===== config.mk =====
export PLATFORM = sky130hd
export DESIGN_NAME = conv_job_scheduler_flat
export DESIGN_NICKNAME = d
export VERILOG_FILES = /design/src/rtl/conv_job_scheduler_if.sv /design/src/rtl/conv_job_scheduler.sv /design/src/flat_wrapper.sv
export SDC_FILE = /design/constraint.sdc
export NUM_CORES = 1
export LEC_CHECK = 0
export ABC_AREA = 1
export CAP_MARGIN = 20
export CORE_MARGIN = 5
export CORE_UTILIZATION = 45
export CTS_CLUSTER_SIZE = 14
export DETAILED_ROUTE_END_ITERATION = 7
export PLACE_DENSITY = 0.68
export SYNTH_ARGS = -nofsm -noshare
export SYNTH_HDL_FRONTEND = slang
export SYNTH_SLANG_ARGS = --single-unit

===== constraint.sdc =====
create_clock -name clk -period 4.9 [get_ports clk]
set_input_delay 0.98 -clock clk [delete_from_list [all_inputs] [get_ports clk]]
set_output_delay 0.98 -clock clk [all_outputs]
set_load 0.03 [all_outputs]

===== src/rtl/conv_job_scheduler_if.sv =====
// Handshake bundle between the frame requesters, the convolution engine and the job scheduler.
interface conv_job_scheduler_if #(
  parameter int unsigned NUM_REQ = 4
);
  logic [NUM_REQ-1:0] req;
  logic [NUM_REQ-1:0] gnt;
  logic [2:0]         src_sel;
  logic               conv_start;
  logic               conv_valid;
  logic [NUM_REQ-1:0] done;
  logic               err_timeout;
  logic [2:0]         err_id;
  logic               busy;
  logic [15:0]        jobs_done;
  logic [7:0]         timeouts;

  // Scheduler side.
  modport slave (
    input  req, conv_valid,
    output gnt, src_sel, conv_start, done, err_timeout, err_id, busy, jobs_done, timeouts
  );

  // Requester/engine side.
  modport master (
    output req, conv_valid,
    input  gnt, src_sel, conv_start, done, err_timeout, err_id, busy, jobs_done, timeouts
  );
endinterface


===== src/rtl/conv_job_scheduler.sv =====
// Round-robin job scheduler sharing one convolution engine among NUM_REQ requesters,
// with a completion watchdog and job/timeout statistics.
module conv_job_scheduler #(
  parameter int unsigned NUM_REQ = 4,
  parameter int unsigned TIMEOUT = 4096
) (
  input logic                  clk,
  input logic                  rst,
  conv_job_scheduler_if.slave  bus
);

  localparam logic [2:0] StIdle  = 3'd0;
  localparam logic [2:0] StStart = 3'd1;
  localparam logic [2:0] StWait  = 3'd2;
  localparam logic [2:0] StDone  = 3'd3;
  localparam logic [2:0] StErr   = 3'd4;

  localparam logic [15:0] TimerLast = 16'(TIMEOUT - 1);
  localparam logic [2:0]  PtrInit   = 3'(NUM_REQ - 1);

  logic [2:0]         state_q, state_d;
  logic [15:0]        timer_q, timer_d;
  logic [2:0]         sel_q;
  logic [2:0]         ptr_q;
  logic [NUM_REQ-1:0] gnt_q;
  logic [2:0]         err_id_q;
  logic [15:0]        jobs_q;
  logic [7:0]         tmo_q;

  logic [7:0]         req_ext;
  logic [3:0]         sum;
  logic [2:0]         idx;
  logic [2:0]         win;
  logic               found;

  // Rotating-priority search: first requester set at or after ptr+1, wrapping at NUM_REQ.
  always_comb begin
    req_ext = '0;
    req_ext[NUM_REQ-1:0] = bus.req;
    sum   = '0;
    idx   = '0;
    win   = '0;
    found = 1'b0;
    for (int i = 1; i <= int'(NUM_REQ); i++) begin
      sum = {1'b0, ptr_q} + 4'(i);
      idx = (sum >= 4'(NUM_REQ)) ? 3'(sum - 4'(NUM_REQ)) : 3'(sum);
      if (!found && req_ext[idx]) begin
        win   = idx;
        found = 1'b1;
      end
    end
  end

  // Next-state and watchdog timer; conv_valid only matters while waiting.
  always_comb begin
    state_d = state_q;
    timer_d = timer_q;
    case (state_q)
      StIdle:  if (|bus.req) state_d = StStart;
      StStart: begin
        timer_d = '0;
        state_d = StWait;
      end
      StWait: begin
        if (bus.conv_valid) begin
          state_d = StDone;
        end else if (timer_q == TimerLast) begin
          state_d = StErr;
        end else begin
          timer_d = timer_q + 16'd1;
        end
      end
      StDone:  state_d = StIdle;
      StErr:   state_d = StIdle;
      default: state_d = StIdle;
    endcase
  end

  // State, grant, pointer and statistics registers.
  always_ff @(posedge clk or posedge rst) begin
    if (rst) begin
      state_q  <= StIdle;
      timer_q  <= '0;
      sel_q    <= '0;
      ptr_q    <= PtrInit;
      gnt_q    <= '0;
      err_id_q <= '0;
      jobs_q   <= '0;
      tmo_q    <= '0;
    end else begin
      state_q <= state_d;
      timer_q <= timer_d;
      if (state_q == StIdle && found) begin
        sel_q <= win;
        gnt_q <= NUM_REQ'(1) << win;
      end
      if (state_q == StDone || state_q == StErr) begin
        gnt_q <= '0;
      end
      if (state_q == StWait && state_d == StDone) begin
        ptr_q  <= sel_q;
        jobs_q <= jobs_q + 16'd1;
      end
      if (state_q == StWait && state_d == StErr) begin
        ptr_q    <= sel_q;
        err_id_q <= sel_q;
        if (tmo_q != 8'hFF) tmo_q <= tmo_q + 8'd1;
      end
    end
  end

  // Outputs decoded from registered state only.
  always_comb begin
    bus.gnt         = gnt_q;
    bus.src_sel     = sel_q;
    bus.conv_start  = (state_q == StStart);
    bus.done        = (state_q == StDone) ? gnt_q : '0;
    bus.err_timeout = (state_q == StErr);
    bus.err_id      = err_id_q;
    bus.busy        = (state_q != StIdle);
    bus.jobs_done   = jobs_q;
    bus.timeouts    = tmo_q;
  end

endmodule


===== src/flat_wrapper.sv =====
// flat-port wrapper written by rule: the top's interface ports become plain ports
module conv_job_scheduler_flat 
#(
  parameter int unsigned NUM_REQ = 4,
  parameter int unsigned TIMEOUT = 4096
)
  (clk, rst, bus_req, bus_conv_valid, bus_gnt, bus_src_sel, bus_conv_start, bus_done, bus_err_timeout, bus_err_id, bus_busy, bus_jobs_done, bus_timeouts);
  conv_job_scheduler_if #(.NUM_REQ(NUM_REQ)) bus_i ();
  input logic clk;
  input logic rst;
  input wire logic [$bits(bus_i.req)-1:0] bus_req;
  input wire logic [$bits(bus_i.conv_valid)-1:0] bus_conv_valid;
  output wire logic [$bits(bus_i.gnt)-1:0] bus_gnt;
  output wire logic [$bits(bus_i.src_sel)-1:0] bus_src_sel;
  output wire logic [$bits(bus_i.conv_start)-1:0] bus_conv_start;
  output wire logic [$bits(bus_i.done)-1:0] bus_done;
  output wire logic [$bits(bus_i.err_timeout)-1:0] bus_err_timeout;
  output wire logic [$bits(bus_i.err_id)-1:0] bus_err_id;
  output wire logic [$bits(bus_i.busy)-1:0] bus_busy;
  output wire logic [$bits(bus_i.jobs_done)-1:0] bus_jobs_done;
  output wire logic [$bits(bus_i.timeouts)-1:0] bus_timeouts;
  assign bus_i.req = bus_req;
  assign bus_i.conv_valid = bus_conv_valid;
  assign bus_gnt = bus_i.gnt;
  assign bus_src_sel = bus_i.src_sel;
  assign bus_conv_start = bus_i.conv_start;
  assign bus_done = bus_i.done;
  assign bus_err_timeout = bus_i.err_timeout;
  assign bus_err_id = bus_i.err_id;
  assign bus_busy = bus_i.busy;
  assign bus_jobs_done = bus_i.jobs_done;
  assign bus_timeouts = bus_i.timeouts;
  conv_job_scheduler #(.NUM_REQ(NUM_REQ), .TIMEOUT(TIMEOUT)) u_core (.clk(clk), .rst(rst), .bus(bus_i));
endmodule

==> results of run 1 <==
[power by group]
part / switching (mW) / internal [mW]
Clock: 0.148 / 0.115
Combinational: 0.510 / 0.247
Sequential: 0.0738 / 0.529
Total: 0.732 / 0.891
[synthesized netlist by cell type (5+ instances only)]
cell type,count
nand2_1,103
dfrtp_1,54
nor2_1,43
inv_1,42
nand3_1,32
o21ai_0,21
xor2_1,20
nor3_1,11
xnor2_1,11
nand4_1,6
ha_1,5
nand3_2,5
[critical path: stages, from the launching register on]
cell and delay (ns):
dfrtp_1 0.45, nor3_1 0.33, clkdlybuf4s50_1 0.75
[stage by stage]
step	hold WS [ns]	worst slack [ns]
after global placement	0.476	2.28
after floorplan	0.493	2.55
after global routing	0.515	1.94
final	0.488	2.07
after detailed placement	0.473	2.24
after CTS	0.498	2.06
[kinds of logic (layout without fill, tap and decap cells)]
kind of cell,after synthesis,after routing,synth area share
and+or+nand+nor,219,219,0.320
DFF,56,56,0.444
buffers and inverters,52,104,0.0700
AOI/OAI and AO/OA,33,33,0.0601
xor gates and xnor gates,31,31,0.0858
adders and majority gates,5,5,0.0198
[final cells by class]
cell class	count	area, µm²
fillers	679	3010
clock inverters	1	7.51
inverters	48	190
multi-input cells	288	1540
clock buffers	7	86.3
flip-flops and latches	56	1400
well taps	96	120
repair buffers	48	478
[registers in the layout, summed over array words and instances, names as in the netlist]
| register | cells |
|---|---|
| u_core.bus.err_id | 3 |
| u_core.bus.gnt | 4 |
| u_core.bus.jobs_done | 16 |
| u_core.bus.src_sel | 3 |
| u_core.bus.timeouts | 8 |
| u_core.ptr_q | 3 |
| u_core.state_q | 3 |
| u_core.timer_q | 16 |
[how the worst max path moves through the flow]
stage / start / endpoint / slack, ns / cells past startpoint
5_1_grt: u_core.state_q[2] / bus_done[3] / 1.94 / 4
4_1_cts: u_core.state_q[2] / bus_done[1] / 2.06 / 4
3_5_place_dp: bus_conv_valid / u_core.timer_q[13] / 2.24 / 7
3_3_place_gp: bus_conv_valid / u_core.timer_q[2] / 2.28 / 7
6_report: u_core.state_q[1] / bus_conv_start / 2.07 / 2
2_1_floorplan: rst / u_core.bus.err_id[0] / 2.55 / 1
[per-layer routing]
metal,wire length (µm),up-vias,global-route usage
met5,0,-,0
met4,68,0,0.0554
met3,411,7,0.0264
met2,3020,78,0.245
met1,3210,1265,0.235
li1,-,1366,-
==> flow_summary.json, run 1 <==
{
  "ir_worst_vdd_v": 0.000233,
  "setup.worst_path.start_class": "flip-flop",
  "p_leak_nw": 1.73,
  "grt_max_degree": 31,
  "dp_hpwl_um": 5140,
  "min_to": "u_core.bus.jobs_done[15]",
  "power_mw": 1.62,
  "routabilityCongestion": 0.846,
  "chipWidth_um": 93.8,
  "wl_um": 6710,
  "finalHoldViolCount": 0,
  "clk_path_buf_depth": 2,
  "design.core.area_um2": 6830,
  "holdBufCountCts": 0,
  "final_cell_mix": "103 x nand2_1, 54 x dfrtp_1, 47 x clkdlybuf4s50_1, 43 x nor2_1, 41 x inv_1",
  "syn_avg_cell_area_um2": 7.99,
  "drcViolationCount": 0,
  "synthesis.nets": 408,
  "synth.distinct_cells": 34,
  "dr.pass1.iters": 4,
  "clk_latency_ns": 0.31,
  "outcome": "finished, final reports clean",
  "io_pins": 48,
  "grt_util_all_layers": 0.162,
  "grt_pass1_vias": 2482,
  "placed_area_um2": 3730,
  "synth-edff-count": 0,
  "max-cap-violations": 0,
  "reg2reg_from": "u_core.ptr_q[0]",
  "cts-root-buf": "clkbuf_8",
  "cts_buffers": 5,
  "worstPathRequired_ns": 3.92,
  "synth.cell_area_um2": 3160,
  "fin_skew_ns": 0.00519,
  "nNetsFinal": 459,
  "period_needed_ns": 2.83,
  "cts_htree_levels": 2,
  "final_cells": 544,
  "path_class": "flip-flop to output pin",
  "place_inst": 536,
  "layout_commonest_cell": "nand2_1",
  "finalCoreUtilization": 0.560,
  "synth-main-ff-cell": "dfrtp_1",
  "path_max_fanout": 5,
  "worstMarginPinSlew_ns": 0.560,
  "layout-drive-gt1-share": 0.0871,
  "yosys.area.top_type": "dfrtp_1",
  "hp-class": "flip-flop to flip-flop",
  "synth_warnings": 0,
  "fin_tns_setup_ns": 0,
  "reg2reg_depth": 10,
  "initial_utilization": 0.463,
  "cts.sinks": 56,
  "clock.fmax_mhz": 354,
  "worstHoldStart": "u_core.bus.jobs_done[15]",
  "drtIter0Drc": 141,
  "cts_tree": "yes",
  "vias_per_cell": 4.99,
  "reg2reg_to": "u_core.bus.gnt[3]",
  "async_reset_ff_frac": 1.00,
  "grt-ovfl-total": 0,
  "slew_headroom": 0.626,
  "io_buffers": 47,
  "finish.instance_area_um2": 3820,
  "regToRegSetupSlack_ns": 2.71,
  "diodes": 0,
  "rsz0062_at_grt": "false",
  "endpoint_kind": "output pin",
  "arrival_ns": 1.85,
  "ys_top_cells_by_area": "dfrtp_1 43%, nand2_1 12%, xor2_1 5.5%, nor2_1 5.1%, nand3_1 5.1%",
  "p_per_area_nw_per_um2": 424,
  "slew_viol_final": 0,
  "wl_per_cell_um": 12.3,
  "dieArea_um2": 8810,
  "synth-seq-area-share": 0.444,
  "vias": 2716,
  "area_delta_synth_final_pct": 20.9,
  "antenna_found_initial": 0,
  "synth_seq_cells": 56,
  "yosysTopAreaCellShare": 0.427,
  "post-cts-setup-buffer-count": 0,
  "synthCells": 396,
  "setup_viol": 0,
  "grt_pass1_wl_um": 11500,
  "clk_pin_slew_ns": 0.09,
  "ctsResizeCount": 0,
  "holdPathStages": 1,
  "fin_crit_sh": 0.577,
  "die_y_um": 93.8,
  "std_cell_rows": 30,
  "postRouteAntennaNets": 0
}
Note: power is estimated with default switching activity, not from simulation.
==> run 2: changes to the inputs <==
clock period = 2.9 ns   (was 4.9 ns; I/O delays follow)
==> flow_summary.json, run 2 (synthesis results as in run 1) <==
{
  "outcome": "finished, final reports clean",
  "grt_max_degree": 57,
  "slew_viol_final": 0,
  "worstMarginPinSlew_ns": 0.553,
  "ctsResizeCount": 0,
  "antenna_found_initial": 0,
  "max-cap-violations": 0,
  "design.core.area_um2": 6830,
  "vias_per_cell": 4.91,
  "worstPathRequired_ns": 2.32,
  "fill_cells": 639,
  "ir_worst_vdd_v": 0.000534,
  "io_buffers": 47,
  "slew_headroom": 0.630,
  "drcViolationCount": 0,
  "layout-drive-gt1-share": 0.0871,
  "clk_pin_slew_ns": 0.10,
  "clk_path_buf_depth": 2,
  "p_leak_nw": 1.74,
  "initial_utilization": 0.463,
  "fin_crit_sh": 0.831,
  "place_inst": 536,
  "path_class": "flip-flop to output pin",
  "clock.fmax_mhz": 415,
  "holdPathStages": 1,
  "rsz0062_at_grt": "false",
  "arrival_ns": 1.83,
  "setup.worst_path.start_class": "flip-flop",
  "dr.pass1.iters": 4,
  "cts-root-buf": "clkbuf_8",
  "reg2reg_from": "u_core.ptr_q[0]",
  "layout_commonest_cell": "nand2_1",
  "routabilityCongestion": 0.865,
  "final_cells": 544,
  "path_max_fanout": 5,
  "cts_buffers": 5,
  "post-cts-setup-buffer-count": 0,
  "clk_latency_ns": 0.31,
  "reg2reg_depth": 10,
  "die_y_um": 93.8,
  "grt-ovfl-total": 0,
  "drtIter0Drc": 164,
  "vias": 2671,
  "postRouteAntennaNets": 0,
  "p_per_area_nw_per_um2": 718,
  "io_pins": 48,
  "reg2reg_to": "u_core.bus.gnt[3]",
  "grt_pass1_vias": 2428,
  "regToRegSetupSlack_ns": 0.68,
  "std_cell_rows": 30,
  "cts_tree": "yes",
  "min_to": "u_core.bus.jobs_done[15]",
  "critical_path.cell_chain": "inv_2 -> nand3_1 -> nor2_1 -> clkdlybuf4s50_1",
  "diodes": 0,
  "grt_pass1_wl_um": 11300,
  "holdBufCountCts": 0,
  "cts.sinks": 56,
  "hp-class": "flip-flop to flip-flop",
  "setup_viol": 0,
  "period_needed_ns": 2.41,
  "final_cell_mix": "103 x nand2_1, 54 x dfrtp_1, 47 x clkdlybuf4s50_1, 43 x nor2_1, 41 x inv_1",
  "nNetsFinal": 459,
  "cts_htree_levels": 2,
  "worstHoldStart": "u_core.bus.jobs_done[15]",
  "fin_tns_setup_ns": 0,
  "fin_skew_ns": 0.00934,
  "grt_util_all_layers": 0.157,
  "endpoint_kind": "output pin",
  "slowest_stage": "clkdlybuf4s50_1",
  "chipWidth_um": 93.8,
  "finalHoldViolCount": 0,
  "wl_per_cell_um": 12.2,
  "dieArea_um2": 8810,
  "cpPeakStageDelay_ns": 0.68,
  "area_delta_synth_final_pct": 21.3,
  "wl_um": 6660,
  "dp_hpwl_um": 4870
}
[run 2: cell types whose count changed in the layout (fill, tap and decap cells not counted)]
cell    previous run  this run
buf_12             0         1
buf_4              1         0
[run 2: area by class of cell]
cell class	count	area [µm²]	share of cell area
Clock buffer	7	86.3	0.0225
Clock inverter	1	7.51	0.00196
Inverter	48	190	0.0496
Multi-Input combinational cell	288	1540	0.401
Sequential cell	56	1400	0.366
Tap cell	96	120	0.0313
Timing Repair Buffer	48	490	0.128
[run 2: how the worst max path moves through the flow]
stage                                  from  slack (ns)  cells after the start                end
after floorplan           u_core.state_q[1]        0.90                      5  u_core.timer_q[8]
after global placement       bus_conv_valid        0.69                      7  u_core.timer_q[2]
after detailed placement     bus_conv_valid        0.65                      7  u_core.timer_q[2]
after CTS                 u_core.state_q[2]        0.47                      4        bus_done[1]
after global routing      u_core.state_q[2]        0.35                      4        bus_done[3]
final                     u_core.state_q[2]        0.49                      4        bus_done[1]
[run 2: power breakdown]
group	switching [mW]	leakage, nW	internal (mW)
Sequential	0.121	0.731	0.894
Combinational	0.871	0.961	0.419
Clock	0.254	0.0445	0.195
Total	1.25	1.74	1.51
[run 2: per-layer routing]
layer  share of wire  wire (µm)  GRT usage
met1            0.52       3450      0.230
met5               0          0          0
met4           0.011         70     0.0397
met2            0.42       2780      0.232
met3           0.055        363     0.0369
[run 2: stage by stage]
step | util | cell area [µm²] | hold slack [ns] | setup WS, ns | power, mW
floorplan | - | 3160 | 0.493 | 0.902 | 1.99
global placement | 0.548 | 3740 | 0.474 | 0.690 | 2.30
detailed placement | 0.548 | 3740 | 0.472 | 0.649 | 2.32
CTS | 0.562 | 3840 | 0.498 | 0.470 | 2.77
global route | 0.562 | 3840 | 0.507 | 0.346 | 2.97
finish | 0.562 | 3840 | 0.497 | 0.489 | 2.75
[run 2: critical path, delay by kind of cell (launching register included)]
family,cells,cell delay (ns)
buf+inv,2,0.80
flops,1,0.44
simple gates,2,0.29
